**src/rtl/dw_conv_feeder_if.sv**
```systemverilog
// dw_conv_feeder_if: upstream pixel stream plus the push bus into the pre-process stage.
interface dw_conv_feeder_if #(
    parameter int DATA_WIDTH = 8,
    parameter int OUT_CHANNEL_NUM = 18
);
    logic [OUT_CHANNEL_NUM*DATA_WIDTH-1:0] s_data;
    logic s_valid;
    logic s_ready;
    logic [OUT_CHANNEL_NUM*DATA_WIDTH-1:0] data_out;
    logic valid_out;
    logic win_valid;
    modport slave (input s_data, s_valid, output s_ready, data_out, valid_out, win_valid);
    modport master (output s_data, s_valid, input s_ready, data_out, valid_out, win_valid);
endinterface

```
**src/rtl/dw_conv_feeder.sv**
```systemverilog
// dw_conv_feeder: schedules one padded frame into the depthwise-conv row buffer and window generator.
module dw_conv_feeder #(
    parameter int DATA_WIDTH = 8,
    parameter int OUT_CHANNEL_NUM = 18,
    parameter int MAX_WIDTH = 320,
    parameter int MAX_HEIGHT = 320,
    parameter int DEPTH = $clog2(MAX_WIDTH + 1),
    parameter int HDEPTH = $clog2(MAX_HEIGHT + 1)
) (
    input  logic clk,
    input  logic rstn,
    input  logic start,
    input  logic [DEPTH-1:0] cfg_width,
    input  logic [HDEPTH-1:0] cfg_height,
    input  logic cfg_pad,
    dw_conv_feeder_if.slave bus,
    output logic [DEPTH-1:0] buff_len_ctrl,
    output logic buff_len_rst,
    output logic busy,
    output logic done,
    output logic cfg_err
);
    typedef enum logic [1:0] {IDLE, RSTBUF, STREAM, FIN} state_t;
    localparam logic [DEPTH:0] C1 = 1;
    localparam logic [DEPTH:0] C2 = 2;
    localparam logic [HDEPTH:0] R1 = 1;
    localparam logic [HDEPTH:0] R2 = 2;
    state_t state, state_nx;
    logic p, pad_slot, ready, fire, last, accept, legal;
    logic [DEPTH:0] c, pw_m1;
    logic [HDEPTH:0] r, ph_m1;
    logic [OUT_CHANNEL_NUM*DATA_WIDTH-1:0] data_q;
    logic valid_q, win_q;
    assign legal = cfg_width >= DEPTH'(3) && cfg_width <= DEPTH'(MAX_WIDTH)
                && cfg_height >= HDEPTH'(3) && cfg_height <= HDEPTH'(MAX_HEIGHT);
    assign accept = state == IDLE && start && legal;
    always_ff @(posedge clk) begin
        if (!rstn) state <= IDLE;
        else state <= state_nx;
    end
    // ready depends only on state and position so upstream never sees a combinational loop
    always_comb begin
        state_nx = state;
        pad_slot = p && (r == '0 || r == ph_m1 || c == '0 || c == pw_m1);
        ready = state == STREAM && !pad_slot;
        fire = state == STREAM && (pad_slot || bus.s_valid);
        last = r == ph_m1 && c == pw_m1;
        case (state)
            IDLE:   state_nx = accept ? RSTBUF : IDLE;
            RSTBUF: state_nx = STREAM;
            STREAM: state_nx = fire && last ? FIN : STREAM;
            FIN:    state_nx = IDLE;
        endcase
    end
    always_ff @(posedge clk) begin
        if (!rstn) begin
            p <= 1'b0;
            r <= '0;
            c <= '0;
            pw_m1 <= '0;
            ph_m1 <= '0;
            data_q <= '0;
            valid_q <= 1'b0;
            win_q <= 1'b0;
            buff_len_ctrl <= '0;
            buff_len_rst <= 1'b0;
            done <= 1'b0;
            cfg_err <= 1'b0;
        end else begin
            buff_len_rst <= accept;
            cfg_err <= state == IDLE && start && !legal;
            valid_q <= fire;
            win_q <= fire && r >= R2 && c >= C2;
            done <= fire && last;
            if (fire) data_q <= pad_slot ? '0 : bus.s_data;
            if (accept) begin
                p <= cfg_pad;
                pw_m1 <= cfg_pad ? {1'b0, cfg_width} + C1 : {1'b0, cfg_width} - C1;
                ph_m1 <= cfg_pad ? {1'b0, cfg_height} + R1 : {1'b0, cfg_height} - R1;
                buff_len_ctrl <= cfg_pad ? cfg_width : cfg_width - DEPTH'(2);
                r <= '0;
                c <= '0;
            end else if (fire) begin
                c <= c == pw_m1 ? '0 : c + C1;
                r <= c == pw_m1 ? r + R1 : r;
            end
        end
    end
    assign busy = state != IDLE;
    assign bus.s_ready = ready;
    assign bus.data_out = data_q;
    assign bus.valid_out = valid_q;
    assign bus.win_valid = win_q;
endmodule
```
**src/flat_wrapper.sv**
```systemverilog
// flat-port wrapper written by rule: the top's interface ports become plain ports
module dw_conv_feeder_flat 
#(
    parameter int DATA_WIDTH = 8,
    parameter int OUT_CHANNEL_NUM = 18,
    parameter int MAX_WIDTH = 320,
    parameter int MAX_HEIGHT = 320,
    parameter int DEPTH = $clog2(MAX_WIDTH + 1),
    parameter int HDEPTH = $clog2(MAX_HEIGHT + 1)
)
  (clk, rstn, start, cfg_width, cfg_height, cfg_pad, buff_len_ctrl, buff_len_rst, busy, done, cfg_err, bus_s_data, bus_s_valid, bus_s_ready, bus_data_out, bus_valid_out, bus_win_valid);
  dw_conv_feeder_if #(.DATA_WIDTH(DATA_WIDTH), .OUT_CHANNEL_NUM(OUT_CHANNEL_NUM)) bus_i ();
  input  logic clk;
  input  logic rstn;
  input  logic start;
  input  logic [DEPTH-1:0] cfg_width;
  input  logic [HDEPTH-1:0] cfg_height;
  input  logic cfg_pad;
  output logic [DEPTH-1:0] buff_len_ctrl;
  output logic buff_len_rst;
  output logic busy;
  output logic done;
  output logic cfg_err;
  input wire logic [$bits(bus_i.s_data)-1:0] bus_s_data;
  input wire logic [$bits(bus_i.s_valid)-1:0] bus_s_valid;
  output wire logic [$bits(bus_i.s_ready)-1:0] bus_s_ready;
  output wire logic [$bits(bus_i.data_out)-1:0] bus_data_out;
  output wire logic [$bits(bus_i.valid_out)-1:0] bus_valid_out;
  output wire logic [$bits(bus_i.win_valid)-1:0] bus_win_valid;
  assign bus_i.s_data = bus_s_data;
  assign bus_i.s_valid = bus_s_valid;
  assign bus_s_ready = bus_i.s_ready;
  assign bus_data_out = bus_i.data_out;
  assign bus_valid_out = bus_i.valid_out;
  assign bus_win_valid = bus_i.win_valid;
  dw_conv_feeder #(.DATA_WIDTH(DATA_WIDTH), .OUT_CHANNEL_NUM(OUT_CHANNEL_NUM), .MAX_WIDTH(MAX_WIDTH), .MAX_HEIGHT(MAX_HEIGHT), .DEPTH(DEPTH), .HDEPTH(HDEPTH)) u_core (.clk(clk), .rstn(rstn), .start(start), .cfg_width(cfg_width), .cfg_height(cfg_height), .cfg_pad(cfg_pad), .bus(bus_i), .buff_len_ctrl(buff_len_ctrl), .buff_len_rst(buff_len_rst), .busy(busy), .done(done), .cfg_err(cfg_err));
endmodule
```
**config.mk**
```make
export PLATFORM = sky130hd
export DESIGN_NAME = dw_conv_feeder_flat
export DESIGN_NICKNAME = d
export VERILOG_FILES = /design/src/rtl/dw_conv_feeder_if.sv /design/src/rtl/dw_conv_feeder.sv /design/src/flat_wrapper.sv
export SDC_FILE = /design/constraint.sdc
export NUM_CORES = 1
export LEC_CHECK = 0
export ABC_AREA = 0
export CORE_UTILIZATION = 43
export CTS_CLUSTER_DIAMETER = 120
export CTS_CLUSTER_SIZE = 14
export DETAILED_ROUTE_END_ITERATION = 10
export PLACE_DENSITY = 0.85
export SYNTH_ARGS = -nofsm -noshare
export SYNTH_HDL_FRONTEND = slang
export SYNTH_SLANG_ARGS = --single-unit
```
**constraint.sdc**
```tcl
create_clock -name clk -period 4.18 [get_ports clk]
set_input_delay 0.836 -clock clk [delete_from_list [all_inputs] [get_ports clk]]
set_output_delay 0.836 -clock clk [all_outputs]
set_load 0.01 [all_outputs]
```
# Yosys cells after proc, flatten, opt, wreduce, memory -nomap -nowiden
# Index checks and enable logic that the tools add are counted.
[totals]
input_bits = 167
mem_count = 0
reg_bits = 201
rom_bits = 0
latchBits = 0
out_inout_bits = 160
word_cells = 65
ram_bits = 0
[op_classes]
bitwise = 1
eq_ne = 5
n_div = 0
magnitude_cmp = 6
n_addsub = 7
n_mux = 8
n_mul = 0
shift = 0
reduce_logical = 25
[op_table]
columns = ["cell", "n"]
rows = [
  ["2-to-1 mux 144 bit", 1],
  ["2-to-1 mux 10 bit", 3],
  ["adder 10 x 1 -> 10 bit, second input constant", 2],
  ["adder 9 x 1 -> 10 bit, second input constant", 2],
  ["== test 10 bit", 2],
  ["greater-or-equal comparator 10 x 2 -> 1 bit, second input constant", 2],
  ["zero test 10 bit", 2],
  ["subtractor 9 x 1 -> 10 bit, second input constant", 2],
  ["greater-or-equal comparator 9 x 2 -> 1 bit, second input constant", 2],
  ["less-or-equal comparator 9 bit, second input constant", 2],
  ["logical AND 1 bit", 13],
  ["2-to-1 mux 9 bit", 1],
  ["subtractor 9 x 2 -> 9 bit, second input constant", 1],
  ["one-hot mux 2 bit (4 select lines)", 1],
  ["== test 2 bit, second input constant", 2],
  ["logical OR 1 bit", 4],
  ["== test 2 x 1 -> 1 bit, second input constant", 1],
  ["zero test 1 bit", 2],
  ["zero test 2 bit", 1],
  ["2-to-1 mux 1 bit", 2],
  ["AND reduction 2 bit", 1],
  ["nonzero test 2 bit", 1],
  ["OR reduction 2 bit", 1],
  ["NOT 1 bit", 1],
]

# Longest topological paths before layout
# Gate-level depths: netlist (run 1).
[depth]
ltp_word = 10
ltp_mapped = 10
depth_no_buf = 8

# Worst setup path after synthesis (run 1)
# No wires, ideal clock.
[synth_timing]
path_type = "in2reg"
from = "input cfg_pad"
to = "register u_core.ph_m1[8]"
arrival_ps = 3114
n_path_buf = 0
cell_stages = 8
required_ps = 4110
setup_ps = 70
path_slack_ps = 995
cell_sequence = "clkinv_1 > fa_1 > a21oi_1 > o21ai_0 > a2111oi_0 > nor4_1 > or3_1 > a21oi_1"
[synth_between]
elab_chain_len = 1
[synth_rtl]
columns = ["item", "line_no", "rtl"]
rows = [
  ["start: declaration", "flat_wrapper.sv:18", "input logic cfg_pad;"],
  ["2-to-1 mux 10 bit", "dw_conv_feeder.sv:79", "ph_m1 <= cfg_pad ? {1'b0, cfg_height} + R1 : {1'b0, cfg_height} - R1;"],
  ["end signal: assignment", "dw_conv_feeder.sv:79", ""],
  ["end: declaration", "dw_conv_feeder.sv:31", "logic [HDEPTH:0] r, ph_m1;"],
]
# No other way between the ends.
# A chain may end at the register's enable or synchronous reset.

# Final worst setup path (run 1)
[layout_timing]
from = "register u_core.c[0]"
to = "output bus_s_ready"
[layout_between]
elab_chain_len = 6
elab_cells_between_ends = 7
classes_between = "eq/ne (1); reduce/logical (6)"
[layout_rtl]
columns = ["item", "line_no", "rtl"]
rows = [
  ["start: declaration", "dw_conv_feeder.sv:30", "logic [DEPTH:0] c, pw_m1;"],
  ["start signal: assignment", "dw_conv_feeder.sv:84", "c <= c == pw_m1 ? '0 : c + C1;"],
  ["zero test 10 bit", "dw_conv_feeder.sv:44", "pad_slot = p && (r == '0 || r == ph_m1 || c == '0 || c == pw_m1);"],
  ["logical OR 1 bit", "dw_conv_feeder.sv:44", ""],
  ["logical OR 1 bit (*)", "dw_conv_feeder.sv:44", ""],
  ["logical AND 1 bit (*)", "dw_conv_feeder.sv:44", ""],
  ["zero test 1 bit (*)", "dw_conv_feeder.sv:45", "ready = state == STREAM && !pad_slot;"],
  ["logical AND 1 bit (*)", "dw_conv_feeder.sv:45", ""],
  ["end: declaration", "flat_wrapper.sv:26", "output wire logic [$bits(bus_i.s_ready)-1:0] bus_s_ready;"],
]
# Every way passes the cells marked *; elsewhere a longest branch is shown, timed or not.

==> results of run 1 <==
[flip-flops by register name, summed over array words and instances (netlist names)]
signal                flops
u_core.buff_len_ctrl      9
u_core.buff_len_rst       1
u_core.bus.data_out     144
u_core.bus.valid_out      1
u_core.bus.win_valid      1
u_core.c                 10
u_core.cfg_err            1
u_core.done               1
u_core.p                  1
u_core.ph_m1             10
u_core.pw_m1             10
u_core.r                 10
u_core.state              2
[cell usage after synthesis (all sizes together), types with 2 or more instances]
master   count  area, um^2
o21ai       11        55.1
ha          27         338
o31ai        2        28.8
or4          6        45.0
nor4         3        25.0
buf         40         262
clkbuf       4        15.0
a2111oi      2        17.5
dfxtp      201        4020
fa           2        40.0
xnor2       35         307
mux2i       11         110
a22o       145        1280
or3          2        12.5
and2         7        43.8
xor2        14         123
a31oi        3        18.8
nand4       12        75.1
nor3        13        65.1
nand2       53         199
o21bai       3        22.5
nand3        7        35.0
a211oi      15         113
inv         22        82.6
nand2b       2        12.5
o41a         2        23.8
nor2b        2        12.5
o21a         5        37.5
or2b         6        45.0
or2          2        12.5
and3         8        50.1
nor2        36         145
a21oi       28         140
a21o         4        30.0
[path summary, 6_finish.rpt]
kind / from / to / slack (ns) / depth (start not counted)
worst min register to register: u_core.bus.data_out[143]$_SDFFE_PN0P_ / u_core.bus.data_out[143]$_SDFFE_PN0P_ / 0.47 / 1
worst min-delay path: u_core.bus.data_out[143]$_SDFFE_PN0P_ / u_core.bus.data_out[143]$_SDFFE_PN0P_ / 0.47 / 1
worst max-delay path: u_core.c[0]$_SDFFE_PP0P_ / bus_s_ready / 0.63 / 6
worst max register to register: u_core.c[0]$_SDFFE_PP0P_ / u_core.bus.data_out[117]$_SDFFE_PN0P_ / 1.50 / 7
[final cells by class]
class                      count  area, um^2  share of cell area, %
multi-input combinational    478        3570                   30.2
sequential                   201        4020                   34.0
clock inverter                 1        11.3                 0.0952
antenna                        7        17.5                  0.148
timing repair buffer         335        3360                   28.4
tap                          229         287                   2.42
clock buffer                  19         475                   4.02
inverter                      23        86.3                  0.730
[cell families (layout without fill, tap and decap cells)]
kind of cell | Yosys count | count (layout) | synth area share [%]
AOI/OAI and AO/OA | 228 | 228 | 23.3
xor gates and xnor gates | 49 | 49 | 5.39
adders and majority gates | 29 | 29 | 4.75
buffers and inverters | 67 | 378 | 4.56
DFF | 201 | 201 | 50.6
muxes | 11 | 11 | 1.38
other | 0 | 7 | 0
and+or+nand+nor | 161 | 161 | 10.0
[metrics by stage]
stage | cell area (um^2) | total power, mW | utilization, %
after floorplan | 7960 | 2.30 | -
after global placement | 11300 | 2.58 | 62.8
after detailed placement | 11300 | 2.59 | 62.8
after CTS | 11800 | 4.09 | 65.5
after global routing | 11800 | 4.21 | 65.6
final | 11800 | 4.06 | 65.6
[worst max-delay path, cell delays in order (launching register included)]
cell	delay, ns
dfxtp_1	0.41
inv_1	0.12
ha_1	0.22
a22o_4	0.26
o31ai_4	0.43
and2_1	0.19
clkdlybuf4s50_1	0.60
[per-layer routing]
metal / routed length, um / share of wire (%) / global-route usage [%]
met5: 0 / 0 / 0
met4: 904 / 3.7 / 10.7
met3: 1780 / 7.3 / 6.03
met2: 12000 / 49 / 42.9
met1: 9580 / 39 / 28.8
[report_power, final]
part	total, mW	internal (mW)	switching [mW]
registers	1.99	1.96	0.0286
logic	0.564	0.315	0.249
clock network	1.50	0.808	0.695
total	4.06	3.09	0.972
==> results.toml, run 1 <==
[timing]
post-route-period-util_pct = 84.9
slew_viol_final = 0
fmax_mhz = 282
tightestPinTransition_ns = 0.715
setup_viol = 0
setup_tns_ns = 0
fin_skew_ns = 0.0155
period_needed_ns = 3.55
setup_ws_ns = 0.630
hold_slack_ns = 0.471
hold_viol = 0
slew_headroom_pct = 52.3
rsz0062_at_grt = "no"

[synthesis]
synth_seq_cells = 201
synth.distinct_cells = 54
synthArstFlopShare_pct = 0
syn_nets = 942
syn_inst = 746
yosys_warnings = 0
ys_seq_area_share_pct = 50.6
synth_flop_cell = "dfxtp_1"
netlist_area_um2 = 7960
avgSynthCellArea_um2 = 10.7
synth_edf_count = 0

[cts]
cts_buffers = 18
clock_latency_ns = 0.48
clock_sinks = 201
cts_resized = 0
cts_max_level = 1
cts_setup_buffers = 0
clkTransAtPathRegs_ns = 0.06
cts_hold_buffers = 0
clockRootBuffer = "clkbuf_16"
clockBufferDepth = 3
cts_tree = "yes"

[detailed_routing]
drt_first_pass_iters = 4
routed_wl_mm = 24.3
viasPerCell = 5.42
wl_per_cell_um = 18.8
drt_iter0_drc = 424
ant_nets = 0
route.detailed.drc = 0
vias = 7005

[outcome]
status = "complete, no violations"

[layout]
fin_cells = 1293
final_common_cell = "clkdlybuf4s50_1"
area_growth_pct = 48.7
final_cell_mix = "clkdlybuf4s50_1 (326), dfxtp_1 (201), a22o_1 (144)"
nFillCells = 1395
nets = 1253
drive_gt1_share_pct = 3.97

[power_and_ir_drop]
powerDensity_nw_per_um2 = 343
power.leakage_nw = 4.50
ir_drop_v = 0.000291

[placed_design]
routabilityCongestion = 0.883
dp_slack_ns = 0.435
dp.cells = 1266
port_buffers = 326
place_hpwl_mm = 17.8

[worst_setup_path]
critPathLaunchType = "flop"
cp_data_arrival_time_ns = 2.71
cp.required_ns = 3.34
cp_max_fo = 8
crit_path_end_kind = "primary output"
critPathKind = "reg -> out"

[grt]
grt_max_degree = 145
grt_first_pass_wirelength_mm = 38.2
grt.overflow.total = 0
grtUsageTotal_pct = 24.7
antenna_found_initial = 7
grt_pass1_vias = 6878

[die]
die_w_um = 138
num_io_pins = 327
die_h_um = 138
rows = 49
start_util_pct = 44.1
core_region_area_um2 = 18000
die-area_um2 = 19000

[worst_hold_path]
min_path_type = "reg -> reg"

[job]
maxCapViolations = 0
Note: power is estimated with default switching activity, not from simulation.
==> run 2: changes to the inputs <==
--- a/config.mk
+++ b/config.mk
@@ -6,11 +6,11 @@
 export NUM_CORES = 1
 export LEC_CHECK = 0
 export ABC_AREA = 0
-export CORE_UTILIZATION = 43
+export CORE_UTILIZATION = 39
 export CTS_CLUSTER_DIAMETER = 120
 export CTS_CLUSTER_SIZE = 14
 export DETAILED_ROUTE_END_ITERATION = 10
-export PLACE_DENSITY = 0.85
+export PLACE_DENSITY = 0.82
 export SYNTH_ARGS = -nofsm -noshare
 export SYNTH_HDL_FRONTEND = slang
 export SYNTH_SLANG_ARGS = --single-unit
==> constraint.sdc (replaced) <==
create_clock -name clk -period 3.06 [get_ports clk]
set_input_delay 0.612 -clock clk [delete_from_list [all_inputs] [get_ports clk]]
set_output_delay 0.612 -clock clk [all_outputs]
set_load 0.01 [all_outputs]
==> results.toml, run 2 (synthesis results as in run 1) <==
[detailed_routing]
routed_wl_mm = 23.8
ant_nets = 0
viasPerCell = 5.18
drt_iter0_drc = 346
vias = 7002
route.detailed.drc = 0
drt_first_pass_iters = 4
wl_per_cell_um = 17.6

[placed_design]
dp.cells = 1332
dp_slack_ns = -0.0626
place_hpwl_mm = 17.9
postPlaceCellArea_um2 = 11700
port_buffers = 326
routabilityCongestion = 0.852

[cts]
clock_sinks = 201
cts_setup_buffers = 0
cts_hold_buffers = 0
clkTransAtPathRegs_ns = 0.07
clock_latency_ns = 0.49
cts_buffers = 18
cts_max_level = 1
clockBufferDepth = 3
clockRootBuffer = "clkbuf_16"
cts_tree = "yes"

[layout]
largest_register_ffs = 144
final_cell_mix = "clkdlybuf4s50_1 (325), dfxtp_1 (201), a22o_1 (144)"
area_growth_pct = 52.8
multi_input_area_um2 = 3580
nFillCells = 1558
ff_latch_area_um2 = 4020
nets = 1283
fin_area_um2 = 12200
fin_cells = 1353
drive_gt1_share_pct = 6.72
final_common_cell = "clkdlybuf4s50_1"

[die]
die_w_um = 145
core_region_area_um2 = 19700
start_util_pct = 40.3
die_h_um = 145
die-area_um2 = 21000
num_io_pins = 327
rows = 51

[power_and_ir_drop]
power.leakage_nw = 4.67
ir_drop_v = 0.000318
powerDensity_nw_per_um2 = 458
total_power_mw = 5.56

[worst_setup_path]
critPathTopFamily = "simple AND/OR/NAND/NOR gates"
cp_cell_sequence = "or4_1, nor2_2, a22o_4, o31ai_4, and2_1, dlygate4sd2_1"
critPathKind = "reg -> out"
critPathLaunchType = "flop"
crit_path_end_kind = "primary output"
rrSetupSlack_ns = 0.50
cp_max_fo = 6
slowest_stage = "or4_1"
path_buf_inv = 1
cp.required_ns = 2.45
cp_data_arrival_time_ns = 2.33
cpPeakStageDelay_ns = 0.59

[grt]
antenna_found_initial = 1
grt_pass1_vias = 6698
grtUsageTotal_pct = 21.4
grt.overflow.total = 0
grt_first_pass_wirelength_mm = 35.5
grt_max_degree = 34

[timing]
rsz0062_at_grt = "no"
fmax_mhz = 340
fin_skew_ns = 0.0107
hold_viol = 0
tightestPinTransition_ns = 0.579
post-route-period-util_pct = 96.0
slew_headroom_pct = 60.4
hold_slack_ns = 0.466
period_needed_ns = 2.94
setup_viol = 0
setup_ws_ns = 0.121
slew_viol_final = 0

[worst_hold_path]
min_path_type = "reg -> reg"

[outcome]
status = "complete, no violations"

[job]
maxCapViolations = 0
-- run 2: cell types whose count changed in the layout (fill, tap and decap cells not counted) --
cell | before | now
nor2_2 | 1 | 2
dlygate4sd2_1 | 0 | 1
clkbuf_16 | 19 | 18
clkdlybuf4s50_1 | 326 | 325
diode_2 | 7 | 1
nor2_1 | 34 | 33
buf_4 | 7 | 31
clkinv_8 | 0 | 1
buf_12 | 2 | 8
-- run 2: where the power goes --
group,leakage [nW],internal [mW],switching [mW],total (mW)
clock network,0.235,1.06,0.964,2.02
logic,2.81,0.475,0.347,0.822
registers,1.62,2.68,0.0387,2.72
total,4.67,4.22,1.35,5.56
-- run 2: cell type report --
cell class,count,share of cell area [%]
diodes,1,0.0206
inverters,23,0.710
multi-input cells,478,29.4
clock inverters,2,0.226
flip-flops and latches,201,33.1
well taps,265,2.73
repair buffers,365,30.1
clock buffers,18,3.71
-- run 2: stage by stage --
| step | util, % | TNS, ns |
|---|---|---|
| floorplan | - | 0 |
| global placement | 59.2 | -0.0496 |
| detailed placement | 59.2 | -0.146 |
| CTS | 61.6 | 0 |
| global route | 61.6 | 0 |
| finish | 61.6 | 0 |
-- run 2: timing repair --
item / in CTS / in global routing
resized for setup: 2 / 0
endpoints found under the hold margin: 0 / 0
endpoints found under the setup margin: 1 / 0
-- run 2: per-layer routing --
metal	vias to the layer above	track usage, %	routed length [um]
li1	3410	-	-
met1	3333	24.7	9320
met2	225	39.1	12100
met3	34	5.89	1960
met4	0	4.88	412
met5	-	0	0
-- run 2: worst paths after layout --
path	from	end	depth (start not counted)
worst max-delay path	u_core.c[6]$_SDFFE_PP0P_	bus_s_ready	6
worst min-delay path	u_core.pw_m1[3]$_SDFFE_PN0P_	u_core.pw_m1[3]$_SDFFE_PN0P_	2
worst max register to register	u_core.c[1]$_SDFFE_PP0P_	u_core.bus.data_out[64]$_SDFFE_PN0P_	8
worst min register to register	u_core.pw_m1[3]$_SDFFE_PN0P_	u_core.pw_m1[3]$_SDFFE_PN0P_	2
-- run 2: tightest hold or removal path, delay by kind of cell, from the launching register on --
kind / cells / cell delay [ns]
flip-flops: 1 / 0.32
AO/OA/AOI/OAI: 1 / 0.05
AND/OR/NAND/NOR: 1 / 0.05
==> run 3: changes to the inputs <==
--- a/config.mk
+++ b/config.mk
@@ -6,6 +6,7 @@
 export NUM_CORES = 1
 export LEC_CHECK = 0
 export ABC_AREA = 0
+export CORE_MARGIN = 1.5
 export CORE_UTILIZATION = 39
 export CTS_CLUSTER_DIAMETER = 120
 export CTS_CLUSTER_SIZE = 14
==> results.toml, run 3 (synthesis results as in run 1) <==
[outcome]
status = "complete, no violations"

[die]
core_region_area_um2 = 20100
start_util_pct = 39.6
die-area_um2 = 21300
die_h_um = 146
rows = 52
die_w_um = 146
num_io_pins = 327

[worst_setup_path]
cp_cell_sequence = "or4_1, nor2_2, a22o_4, o31ai_4, and2_1, dlygate4sd2_1"
cpPeakStageDelay_ns = 0.55
critPathKind = "reg -> out"
cp.required_ns = 2.45
slowest_stage = "or4_1"
critPathLaunchType = "flop"
cp_max_fo = 6
critPathTopFamily = "simple AND/OR/NAND/NOR gates"
crit_path_end_kind = "primary output"
path_buf_inv = 1
cp_data_arrival_time_ns = 2.29

[cts]
clkTransAtPathRegs_ns = 0.06
cts_buffers = 18
clockBufferDepth = 3
cts_max_level = 1
clockRootBuffer = "clkbuf_16"
cts_tree = "yes"
clock_latency_ns = 0.48
clock_sinks = 201

[power_and_ir_drop]
power.leakage_nw = 4.64
total_power_mw = 5.57
internal_power_mw = 4.25
sw_frac_of_total_pct = 23.7
clkPwrFrac_pct = 36.6
p_seq_share_pct = 48.8
p_comb_share_pct = 14.6
switchingPower_mw = 1.32
ir_drop_v = 0.000277
powerDensity_nw_per_um2 = 461

[grt]
grt.overflow.total = 0
antenna_found_initial = 1
grt_first_pass_wirelength_mm = 37.2
grt_pass1_vias = 6781
grt_max_degree = 86
grtUsageTotal_pct = 21.6

[placed_design]
place_hpwl_mm = 17.4
routabilityCongestion = 0.892
port_buffers = 326
dp_slack_ns = -0.0570

[detailed_routing]
ant_nets = 0
drt_first_pass_iters = 5
route.detailed.drc = 0
topRoutingLayerUsed = "met4"
drt_iter0_drc = 410
viasPerCell = 5.12
wl_met2_mm = 11.7
wl_met1_mm = 9.98
wl_met3_mm = 1.46
vias = 6920
routed_wl_mm = 23.6
wl_per_cell_um = 17.5

[timing]
rsz0062_at_grt = "no"
post-route-period-util_pct = 94.8
setup_viol = 0
hold_viol = 0
fmax_mhz = 345
tightestPinTransition_ns = 0.528
period_needed_ns = 2.90
setup_ws_ns = 0.158
fin_skew_ns = 0.00934
slew_headroom_pct = 63.9
slew_viol_final = 0

[layout]
final_common_cell = "clkdlybuf4s50_1"
nets = 1277
final_cell_mix = "clkdlybuf4s50_1 (325), dfxtp_1 (201), a22o_1 (144)"
nFillCells = 1647
largest_register_ffs = 144
area_growth_pct = 51.9
drive_gt1_share_pct = 6.20

[job]
maxCapViolations = 0

[worst_hold_path]
min_path_type = "reg -> reg"
==> run 3: metrics by stage <==
stage | utilization [%] | instances | setup TNS, ns | hold WS [ns] | cell area (um^2)
after CTS | 60.1 | 1351 | 0 | 0.464 | 12100
final | 60.1 | 1352 | 0 | 0.461 | 12100
after global placement | 57.7 | 1331 | -0.0143 | 0.450 | 11600
after global routing | 60.1 | 1352 | 0 | 0.488 | 12100
after detailed placement | 57.7 | 1331 | -0.266 | 0.453 | 11600
after floorplan | - | 746 | 0 | 0.443 | 7960
==> run 3: power groups by stage <==
stage / logic (mW) / registers [mW] / clock network [mW]
after global routing: 0.880 / 2.73 / 2.19
after global placement: 0.791 / 2.78 / 0
after floorplan: 0.347 / 2.79 / 0
after CTS: 0.812 / 2.72 / 2.10
final: 0.811 / 2.72 / 2.04
after detailed placement: 0.805 / 2.78 / 0
==> run 3: per-layer routing <==
layer  global-route usage [%]  vias up
li1                         -     3404
met1                     27.2     3237
met2                     37.3      246
met3                     4.51       33
met4                     5.97        0
met5                        0        -
==> run 3: repair_timing <==
action	in CTS	in global routing
gates resized for setup	2	0
setup endpoints to repair	1	0
hold buffers	0	0
hold endpoints to repair	0	0
buffers inserted	0	0
==> run 3: path summary, 6_finish.rpt <==
kind | startpoint | end | slack [ns] | cells past startpoint
min reg2reg | u_core.buff_len_ctrl[2]$_SDFFE_PN0P_ | u_core.buff_len_ctrl[2]$_SDFFE_PN0P_ | 0.46 | 2
min | u_core.buff_len_ctrl[2]$_SDFFE_PN0P_ | u_core.buff_len_ctrl[2]$_SDFFE_PN0P_ | 0.46 | 2
max reg2reg | u_core.c[0]$_SDFFE_PP0P_ | u_core.bus.data_out[101]$_SDFFE_PN0P_ | 0.60 | 7
max | u_core.c[6]$_SDFFE_PP0P_ | bus_s_ready | 0.16 | 6
==> run 3: area by class of cell <==
class	instances	area (um^2)	area share, %
clock inverters	1	11.3	0.0932
repair buffers	359	3570	29.6
multi-input cells	478	3580	29.6
clock buffers	19	475	3.93
inverters	23	86.3	0.714
well taps	270	338	2.80
flip-flops and latches	201	4020	33.3
diodes	1	2.50	0.0207
==> run 3: worst reg2reg max path, stage by stage, from the launching register on <==
cell     delay (ns)
dfxtp_1        0.41
inv_1          0.11
ha_1           0.22
a22o_4         0.26
o41a_2         0.57
nor2_4         0.21
buf_12         0.34
a22o_1         0.28
